File: config.mk
export PLATFORM = sky130hd
export DESIGN_NAME = seq_shift_add_multiplier_flat
export DESIGN_NICKNAME = d
export VERILOG_FILES = /design/src/rtl/seq_shift_add_multiplier_if.sv /design/src/rtl/seq_shift_add_multiplier.sv /design/src/flat_wrapper.sv
export SDC_FILE = /design/constraint.sdc
export NUM_CORES = 1
export LEC_CHECK = 0
export ABC_CLOCK_PERIOD_IN_PS = 4000
export BUFFER_PORTS_ARGS = -buffer_cell sky130_fd_sc_hd__buf_2
export CORE_MARGIN = 2
export CORE_UTILIZATION = 50
export CTS_CLUSTER_SIZE = 28
export DETAILED_ROUTE_END_ITERATION = 8
export GPL_TIMING_DRIVEN = 0
export PLACE_DENSITY = 0.71
export SLEW_MARGIN = 15
export SYNTH_ARGS = -nofsm -noshare
export SYNTH_HDL_FRONTEND = slang
export SYNTH_SLANG_ARGS = --single-unit
File: constraint.sdc
create_clock -name clk -period 4 [get_ports clk]
set_input_delay 0.2 -clock clk [delete_from_list [all_inputs] [get_ports clk]]
set_output_delay 0.2 -clock clk [all_outputs]
set_load 0.01 [all_outputs]
File: src/rtl/seq_shift_add_multiplier_if.sv
// Start/busy/done handshake bundle between the controller and the shift-add multiplier.
interface seq_shift_add_multiplier_if #(
    parameter int unsigned WIDTH = 32
);
    logic                   start;
    logic                   is_signed;
    logic [WIDTH-1:0]       dataA;
    logic [WIDTH-1:0]       dataB;
    logic                   busy;
    logic                   done;
    logic [2*WIDTH-1:0]     dataOut;

    modport master (
        output start, is_signed, dataA, dataB,
        input  busy, done, dataOut
    );

    modport slave (
        input  start, is_signed, dataA, dataB,
        output busy, done, dataOut
    );
endinterface

File: src/rtl/seq_shift_add_multiplier.sv
// Multi-cycle shift-and-add multiplier: one multiplier bit per clock, full 2*WIDTH-bit
// signed or unsigned product, start/busy/done handshake.
module seq_shift_add_multiplier #(
    parameter int unsigned WIDTH = 32
) (
    input  logic                        clk,
    input  logic                        reset,
    seq_shift_add_multiplier_if.slave   bus
);
    localparam int unsigned CW = $clog2(WIDTH);
    localparam logic [CW-1:0] LAST = CW'(WIDTH - 1);

    typedef enum logic [1:0] {
        IDLE,
        RUN,
        DONE
    } state_e;

    state_e                 state_q, state_d;
    logic [2*WIDTH-1:0]     mcnd_q, mcnd_d;
    logic [WIDTH-1:0]       mpy_q, mpy_d;
    logic [2*WIDTH-1:0]     prod_q, prod_d;
    logic [CW-1:0]          count_q, count_d;
    logic                   neg_q, neg_d;
    logic [2*WIDTH-1:0]     dout_q, dout_d;

    logic                   accept;
    logic                   finish;
    logic [WIDTH-1:0]       mag_a;
    logic [WIDTH-1:0]       mag_b;
    logic [2*WIDTH-1:0]     prod_next;

    // Magnitudes kept unsigned so |-2^(WIDTH-1)| still fits in WIDTH bits.
    always_comb begin
        mag_a = bus.dataA;
        mag_b = bus.dataB;
        if (bus.is_signed && bus.dataA[WIDTH-1]) begin
            mag_a = ~bus.dataA + WIDTH'(1);
        end
        if (bus.is_signed && bus.dataB[WIDTH-1]) begin
            mag_b = ~bus.dataB + WIDTH'(1);
        end
    end

    assign prod_next = mpy_q[0] ? (prod_q + mcnd_q) : prod_q;

    always_comb begin
        state_d  = state_q;
        accept   = 1'b0;
        finish   = 1'b0;
        bus.busy = 1'b0;
        bus.done = 1'b0;
        unique case (state_q)
            IDLE: begin
                if (bus.start) begin
                    state_d = RUN;
                    accept  = 1'b1;
                end
            end
            RUN: begin
                bus.busy = 1'b1;
                if (count_q == LAST) begin
                    state_d = DONE;
                    finish  = 1'b1;
                end
            end
            DONE: begin
                bus.done = 1'b1;
                if (bus.start) begin
                    state_d = RUN;
                    accept  = 1'b1;
                end else begin
                    state_d = IDLE;
                end
            end
            default: state_d = IDLE;
        endcase
    end

    always_comb begin
        mcnd_d  = mcnd_q;
        mpy_d   = mpy_q;
        prod_d  = prod_q;
        count_d = count_q;
        neg_d   = neg_q;
        dout_d  = dout_q;
        if (accept) begin
            mcnd_d  = {{WIDTH{1'b0}}, mag_a};
            mpy_d   = mag_b;
            prod_d  = '0;
            count_d = '0;
            neg_d   = bus.is_signed & (bus.dataA[WIDTH-1] ^ bus.dataB[WIDTH-1]);
        end else if (state_q == RUN) begin
            prod_d  = prod_next;
            mcnd_d  = mcnd_q << 1;
            mpy_d   = mpy_q >> 1;
            count_d = count_q + CW'(1);
            if (finish) begin
                dout_d = neg_q ? (~prod_next + (2*WIDTH)'(1)) : prod_next;
            end
        end
    end

    always_ff @(posedge clk) begin
        if (reset) begin
            state_q <= IDLE;
            mcnd_q  <= '0;
            mpy_q   <= '0;
            prod_q  <= '0;
            count_q <= '0;
            neg_q   <= 1'b0;
            dout_q  <= '0;
        end else begin
            state_q <= state_d;
            mcnd_q  <= mcnd_d;
            mpy_q   <= mpy_d;
            prod_q  <= prod_d;
            count_q <= count_d;
            neg_q   <= neg_d;
            dout_q  <= dout_d;
        end
    end

    assign bus.dataOut = dout_q;
endmodule
File: src/flat_wrapper.sv
// flat-port wrapper written by rule: the top's interface ports become plain ports
module seq_shift_add_multiplier_flat 
#(
    parameter int unsigned WIDTH = 32
)
  (clk, reset, bus_start, bus_is_signed, bus_dataA, bus_dataB, bus_busy, bus_done, bus_dataOut);
  seq_shift_add_multiplier_if #(.WIDTH(WIDTH)) bus_i ();
  input  logic clk;
  input  logic reset;
  input wire logic [$bits(bus_i.start)-1:0] bus_start;
  input wire logic [$bits(bus_i.is_signed)-1:0] bus_is_signed;
  input wire logic [$bits(bus_i.dataA)-1:0] bus_dataA;
  input wire logic [$bits(bus_i.dataB)-1:0] bus_dataB;
  output wire logic [$bits(bus_i.busy)-1:0] bus_busy;
  output wire logic [$bits(bus_i.done)-1:0] bus_done;
  output wire logic [$bits(bus_i.dataOut)-1:0] bus_dataOut;
  assign bus_i.start = bus_start;
  assign bus_i.is_signed = bus_is_signed;
  assign bus_i.dataA = bus_dataA;
  assign bus_i.dataB = bus_dataB;
  assign bus_busy = bus_i.busy;
  assign bus_done = bus_i.done;
  assign bus_dataOut = bus_i.dataOut;
  seq_shift_add_multiplier #(.WIDTH(WIDTH)) u_core (.clk(clk), .reset(reset), .bus(bus_i));
endmodule
==> results of run 1 <==
worst max-delay path, cell delays in order (launching register included):
cell      delay (ns)
dfxtp_1         0.45
ha_4            0.25
a211oi_4        0.26
o211ai_1        0.14
buf_4           0.17
a21oi_4         0.31
buf_6           0.17
o22ai_2         0.07
mux2_2          0.28
a221o_2         0.36
or4_4           0.50
and4bb_4        0.43
nand2_8         0.09
o41ai_4         0.42
xnor2_2         0.18
o21ai_1         0.08
state kept, by name, summed over array words and instances, names as in the netlist:
register	count
u_core.state_q	2
u_core.mcnd_q	64
u_core.neg_q	1
u_core.prod_q	64
u_core.mpy_q	32
u_core.bus.dataOut	64
u_core.count_q	5
logic make-up (layout without fill, tap and decap cells):
group                      count (synthesis)  in the layout  share of synthesized area [%]
adders and majority gates                 69             69                           5.19
AOI/OAI and AO/OA                        724            724                           28.6
and+or+nand+nor                          877            877                           24.9
DFF                                      232            232                           27.7
muxes                                     35             35                           2.15
xor gates and xnor gates                 136            136                           7.10
buffers and inverters                    187            504                           4.43
cell type report:
cell class | count | area [µm²]
Tap cell | 448 | 561
Clock buffer | 37 | 763
Clock inverter | 4 | 48.8
Multi-Input combinational cell | 1841 | 13100
Timing Repair Buffer | 281 | 1910
Fill cell | 2829 | 11300
Buffer | 142 | 679
Inverter | 40 | 154
Sequential cell | 232 | 4690
placed cells by master (no fill, tap or decap), drive strengths merged, types with 12 or more instances in the layout:
master and n:
a21o 27, dfxtp 232, a22oi 66, o21ai 101, ha 68, buf 288, and3 18, nor3 60
or3 13, xnor2 83, nor4 18, clkbuf 142, nand2 342, nor2 210, and2 13, o21a 16
or4 22, mux2i 27, nand2b 31, a211o 12, a31oi 22, xor2 53, o31ai 36, inv 40
nand3 47, nand4 41, a21oi 254, a211oi 63, o41ai 15, nor2b 17, dlygate4sd3 30
stage by stage:
stage / utilization (%) / area, µm² / worst slack [ns] / hold slack, ns
floorplan: - / 16800 / -0.0168 / 0.348
global placement: 54.2 / 18000 / -1.45 / 0.436
detailed placement: 54.2 / 18000 / -1.45 / 0.438
CTS: 62.8 / 20900 / -0.208 / 0.00143
global route: 66.0 / 22000 / -0.391 / 0.0247
finish: 66.0 / 22000 / -0.298 / 0.00348
routing by layer:
metal	up-vias	routed length (µm)	track usage, %
met5	-	0	0
met4	0	4750	21.9
met3	297	5740	6.38
met2	1047	31600	61.6
met1	9193	26400	44.1
li1	8868	-	-
how the worst min path moves through the flow:
stage                                   startpoint                             endpoint  slack, ns  cells after the start
2_1_floorplan                        bus_dataA[31]       u_core.mcnd_q[31]$_SDFFE_PP0P_       0.35                      2
3_3_place_gp   u_core.bus.dataOut[44]$_SDFFE_PP0P_  u_core.bus.dataOut[44]$_SDFFE_PP0P_       0.44                      2
3_5_place_dp   u_core.bus.dataOut[31]$_SDFFE_PP0P_  u_core.bus.dataOut[31]$_SDFFE_PP0P_       0.44                      2
4_1_cts                              bus_dataA[20]       u_core.mcnd_q[20]$_SDFFE_PP0P_      0.001                      4
5_1_grt                              bus_dataA[20]       u_core.mcnd_q[20]$_SDFFE_PP0P_       0.02                      4
6_report                              bus_dataA[3]        u_core.mcnd_q[3]$_SDFFE_PP0P_      0.003                      4
what timing repair did:
action / 4_1_cts / 5_1_grt
hold buffers: 30 / 0
setup buffers: 72 / 46
endpoints found under the setup margin: 78 / 44
pin swaps: 78 / 64
resized for setup: 285 / 146
endpoints found under the hold margin: 30 / 0
power groups by stage:
stage	logic, mW	clock network (mW)	registers (mW)
3_5_place_dp	1.37	0	2.54
5_1_grt	2.02	2.46	2.51
4_1_cts	1.64	2.38	2.50
2_1_floorplan	0.955	0	2.50
3_3_place_gp	1.34	0	2.54
6_report	1.90	2.38	2.51
==> flow_summary.json, run 1 <==
{
  "post-route-period-util_pct": 107,
  "cts_tree": "yes",
  "wl_per_cell_um": 22.6,
  "htreeDepth": 1,
  "tightest_slew_ns": 1.25,
  "postSynthAreaPerCell_um2": 7.43,
  "synth-main-ff-cell": "dfxtp_1",
  "r2r-start": "u_core.mcnd_q[1]$_SDFFE_PP0P_",
  "grt_max_degree": 13,
  "synth-edff-count": 0,
  "setup_tns_ns": -4.64,
  "num_vias": 19405,
  "dpl.hpwl_mm": 49.1,
  "pin_count": 134,
  "rsz0062_at_grt": "true",
  "max_freq_mhz": 233,
  "combPwrFrac_pct": 28.0,
  "async_reset_ff_share_pct": 0,
  "drv_cap": 0,
  "synth_warnings": 0,
  "r2r_end": "u_core.bus.dataOut[42]$_SDFFE_PP0P_",
  "initial_core_util_pct": 50.4,
  "yosysSeqAreaShare_pct": 27.7,
  "period_minus_slack_ns": 4.30,
  "nNetsFinal": 2702,
  "diodes": 0,
  "postRouteAntennaNets": 0,
  "synthCells": 2260,
  "placed_cells": 2841,
  "r2r_cells": 15,
  "synthTopCellsByArea": "dfxtp_1 (28%), nand2_1 (7.6%), a21oi_1 (7.5%)",
  "stdcell_count": 3025,
  "p_int_mw": 4.50,
  "cts_root_buffer": "clkbuf_16",
  "drt-vias-per-instance": 6.41,
  "num_rows": 67,
  "power_frac_seq_pct": 36.9,
  "antenna_found_initial": 0,
  "cts_num_sinks": 232,
  "leakagePower_nw": 8.28,
  "critical_path_required_ns": 4.42,
  "peakVddDrop_mv": 0.347,
  "drtIter0Drc": 2030,
  "finalSetupViolations": 31,
  "clk_pin_slew_ns": 0.07,
  "synth_most_common_cell": "nand2_1",
  "grt_pass1_wl_mm": 102,
  "start_kind": "register",
  "yosysTopAreaCellShare_pct": 27.7,
  "swShare_pct": 33.7,
  "die_y_um": 187,
  "route.detailed.drc": 0,
  "yosysTopAreaCell": "dfxtp_1",
  "crit_type": "register to register",
  "finClkSkew_ns": 0.0188,
  "grt_pass1_vias": 18459,
  "layout-drive-gt1-share_pct": 24.6,
  "layout_setup_ws_ns": -0.298,
  "syn-num-nets": 2397,
  "wirelength_mm": 68.4,
  "hp-class": "primary input to register",
  "yosys_register_bits": 232,
  "dr.pass1.iters": 6,
  "clockBufferDepth": 3,
  "power_frac_clock_pct": 35.0,
  "portBuffers": 133,
  "netlist_area_um2": 16800,
  "r2r_slack_ns": -0.30,
  "synth_commonest_cells": "nand2_1 (341), a21oi_1 (251), dfxtp_1 (232)",
  "endpoint": "u_core.bus.dataOut[42]$_SDFFE_PP0P_",
  "clk_latency_ns": 0.55,
  "crit_start": "u_core.mcnd_q[1]$_SDFFE_PP0P_",
  "power.total_mw": 6.79,
  "status": "finished with violations",
  "core_um2": 33300,
  "gp_congestion": 1.03,
  "track_usage_pct": 36.7,
  "die_area_um2": 35000,
  "die_w_um": 187,
  "grt-ovfl-total": 0,
  "slew_headroom_pct": 16.7,
  "maxSlewViolCount": 0,
  "arrival_ns": 4.72,
  "area_delta_synth_final_pct": 30.8,
  "end_kind": "register",
  "ys_types": 99,
  "violations": "negative setup slack",
  "hold_viol_final": 0,
  "path_max_fanout": 5,
  "power.switching_mw": 2.29,
  "power.density_nw_per_um2": 309,
  "cts_buffers": 27
}
(Power assumes the default switching activity.)
==> inputs of run 2 (changes only) <==
--- a/config.mk
+++ b/config.mk
@@ -9,10 +9,12 @@
 export BUFFER_PORTS_ARGS = -buffer_cell sky130_fd_sc_hd__buf_2
 export CORE_MARGIN = 2
 export CORE_UTILIZATION = 50
+export CTS_BUF_LIST = sky130_fd_sc_hd__clkbuf_4
 export CTS_CLUSTER_SIZE = 28
 export DETAILED_ROUTE_END_ITERATION = 8
 export GPL_TIMING_DRIVEN = 0
 export PLACE_DENSITY = 0.71
+export SETUP_SLACK_MARGIN = 0.02
 export SLEW_MARGIN = 15
 export SYNTH_ARGS = -nofsm -noshare
 export SYNTH_HDL_FRONTEND = slang
==> run 2 against run 1 <==
  * The flow finishes with violations (design-rule violations, negative setup slack)
  * Wire length grew 2.3%
  * Sequential share of layout area shrank 0.57 points
  * Total power shrank 1.9%
  * Non-clock buffer count increased by 64
  * Maximum frequency rose by 0.33%
  * Cell area up 2.5%
  * Critical endpoint is now u_core.bus.dataOut[51]$_SDFFE_PP0P_
  * Largest power group unchanged
  * Highest routed layer unchanged
==> flow_summary.json, run 2 (synthesis results as in run 1) <==
{
  "clk_latency_ns": 0.87,
  "drv_cap": 0,
  "stdcell_count": 3162,
  "clk_pin_slew_ns": 0.07,
  "slew_headroom_pct": 20.8,
  "drtIter0Drc": 1942,
  "critical_path.max_stage_delay_ns": 0.45,
  "die_y_um": 187,
  "crit_slowest_cell": "or3b_4",
  "drt-vias-per-instance": 6.38,
  "p_int_mw": 4.26,
  "die_area_um2": 35000,
  "status": "finished with violations",
  "postRouteAntennaNets": 0,
  "nNetsFinal": 2801,
  "combPwrFrac_pct": 29.0,
  "initial_core_util_pct": 50.4,
  "hold_start": "bus_start",
  "hp-class": "primary input to register",
  "setup_tns_ns": -4.52,
  "dr.pass1.iters": 9,
  "max_freq_mhz": 233,
  "r2r-start": "u_core.prod_q[2]$_SDFFE_PP0P_",
  "placed_cells": 2841,
  "cp_num_buf_inv": 3,
  "grt_pass1_vias": 19462,
  "start_kind": "register",
  "fill_cells": 2712,
  "critPathTopFamily": "simple AND/OR/NAND/NOR gates",
  "core_um2": 33300,
  "power.density_nw_per_um2": 296,
  "path_cells": "ha_4 -> o211ai_1 -> o211ai_1 -> buf_4 -> a21oi_4 -> buf_6 -> a21boi_4 -> o2111ai_1 -> or3b_4 -> nor4_4 -> nand3_2 -> nand4bb_1 -> clkbuf_8 -> or2_4 -> or4_4 -> a31oi_2",
  "arrival_ns": 5.06,
  "leakagePower_nw": 8.61,
  "wirelength_mm": 70.0,
  "grt_max_degree": 18,
  "num_rows": 67,
  "swShare_pct": 36.1,
  "peakVddDrop_mv": 0.252,
  "period_minus_slack_ns": 4.28,
  "power.switching_mw": 2.41,
  "hold_viol_final": 0,
  "timing.hold.ws_ns": 0.0585,
  "portBuffers": 133,
  "grt_pass1_wl_mm": 105,
  "cts_buffers": 61,
  "pin_count": 134,
  "htreeDepth": 2,
  "die_w_um": 187,
  "design_area_um2": 22500,
  "final_common_cell": "nand2_1",
  "area_delta_synth_final_pct": 34.1,
  "power_frac_clock_pct": 33.5,
  "gp_congestion": 1.03,
  "dpl.hpwl_mm": 49.1,
  "track_usage_pct": 38.0,
  "layout-drive-gt1-share_pct": 23.9,
  "crit_start": "u_core.prod_q[2]$_SDFFE_PP0P_",
  "critical_path_required_ns": 4.77,
  "crit_type": "register to register",
  "tightest_slew_ns": 1.19,
  "finalSetupViolations": 31,
  "layout_setup_ws_ns": -0.284,
  "clockBufferDepth": 3,
  "path_max_fanout": 5,
  "maxSlewViolCount": 0,
  "num_vias": 20178,
  "cts_num_sinks": 232,
  "violations": "design-rule violations, negative setup slack",
  "finClkSkew_ns": 0.108,
  "cts_root_buffer": "clkbuf_4",
  "cts_tree": "yes",
  "final_cell_mix": "nand2_1 (331), a21oi_1 (218), dfxtp_1 (207), nor2_1 (201), buf_2 (143)",
  "route.detailed.drc": 1,
  "post-route-period-util_pct": 107,
  "wl_per_cell_um": 22.1,
  "rsz0062_at_grt": "true",
  "antenna_found_initial": 2,
  "crit_path_frequent_cell": "o211ai_1",
  "power_frac_seq_pct": 37.5,
  "dpl-instance-area_um2": 18000,
  "grt-ovfl-total": 0,
  "end_kind": "register"
}
[run 2: cell count changes in the layout (fill, tap and decap cells not counted), sizes merged]
cell and delta:
dlygate4sd3 +86, clkinv +17, nand4bb +1, clkbuf +54, clkinvlp +1, buf -23, diode +1
[run 2: stage by stage]
step | total power, mW | util (%) | setup WS (ns)
floorplan | 3.46 | - | -0.0168
global placement | 3.88 | 54.2 | -1.45
detailed placement | 3.91 | 54.2 | -1.45
CTS | 6.44 | 65.0 | -0.222
global route | 6.89 | 67.6 | -0.399
finish | 6.67 | 67.6 | -0.284
[run 2: final cells by class]
type	count	area [µm²]	share of cell area (%)
Inverter	40	154	0.684
Sequential cell	232	4680	20.8
Buffer	142	683	3.03
Multi-Input combinational cell	1842	13000	57.9
Clock buffer	90	676	3.00
Timing Repair Buffer	345	2590	11.5
Tap cell	448	561	2.49
Antenna cell	1	2.50	0.0111
Clock inverter	22	124	0.550
[run 2: final timing paths]
| check | to | slack, ns | depth (start not counted) |
|---|---|---|---|
| setup reg to reg | u_core.bus.dataOut[51]$_SDFFE_PP0P_ | -0.28 | 16 |
| setup / recovery | u_core.bus.dataOut[51]$_SDFFE_PP0P_ | -0.28 | 16 |
| hold / removal | u_core.prod_q[14]$_SDFFE_PP0P_ | 0.06 | 3 |
| hold reg to reg | u_core.bus.dataOut[31]$_SDFFE_PP0P_ | 0.44 | 2 |
[run 2: metal layers]
metal,vias to the layer above,global-route usage [%],part of all wire (%)
li1,9133,-,-
met1,9561,44.3,38
met2,1135,62.8,46
met3,349,7.99,8.9
met4,0,25.6,7.2
met5,-,0,0
[run 2: power by group through the flow]
stage	Combinational [mW]	Sequential, mW	Clock, mW
floorplan	0.955	2.50	0
global placement	1.34	2.54	0
detailed placement	1.37	2.54	0
CTS	1.71	2.49	2.24
global route	2.04	2.51	2.34
finish	1.93	2.50	2.23
[run 2: timing repair]
action	4_1_cts	5_1_grt
hold buffers	116	0
setup endpoints to repair	80	47
setup buffers	63	33
pin swaps	81	53
gates cloned	1	0
endpoints found under the hold margin	78	0
resized for setup	268	137
[run 2: tightest hold or removal path: cells and delay by family]
| family | cells | cell delay [ns] |
|---|---|---|
| buffers and inverters | 1 | 0.10 |
| AO/OA/AOI/OAI | 1 | 0.27 |
| AND/OR/NAND/NOR | 1 | 0.31 |
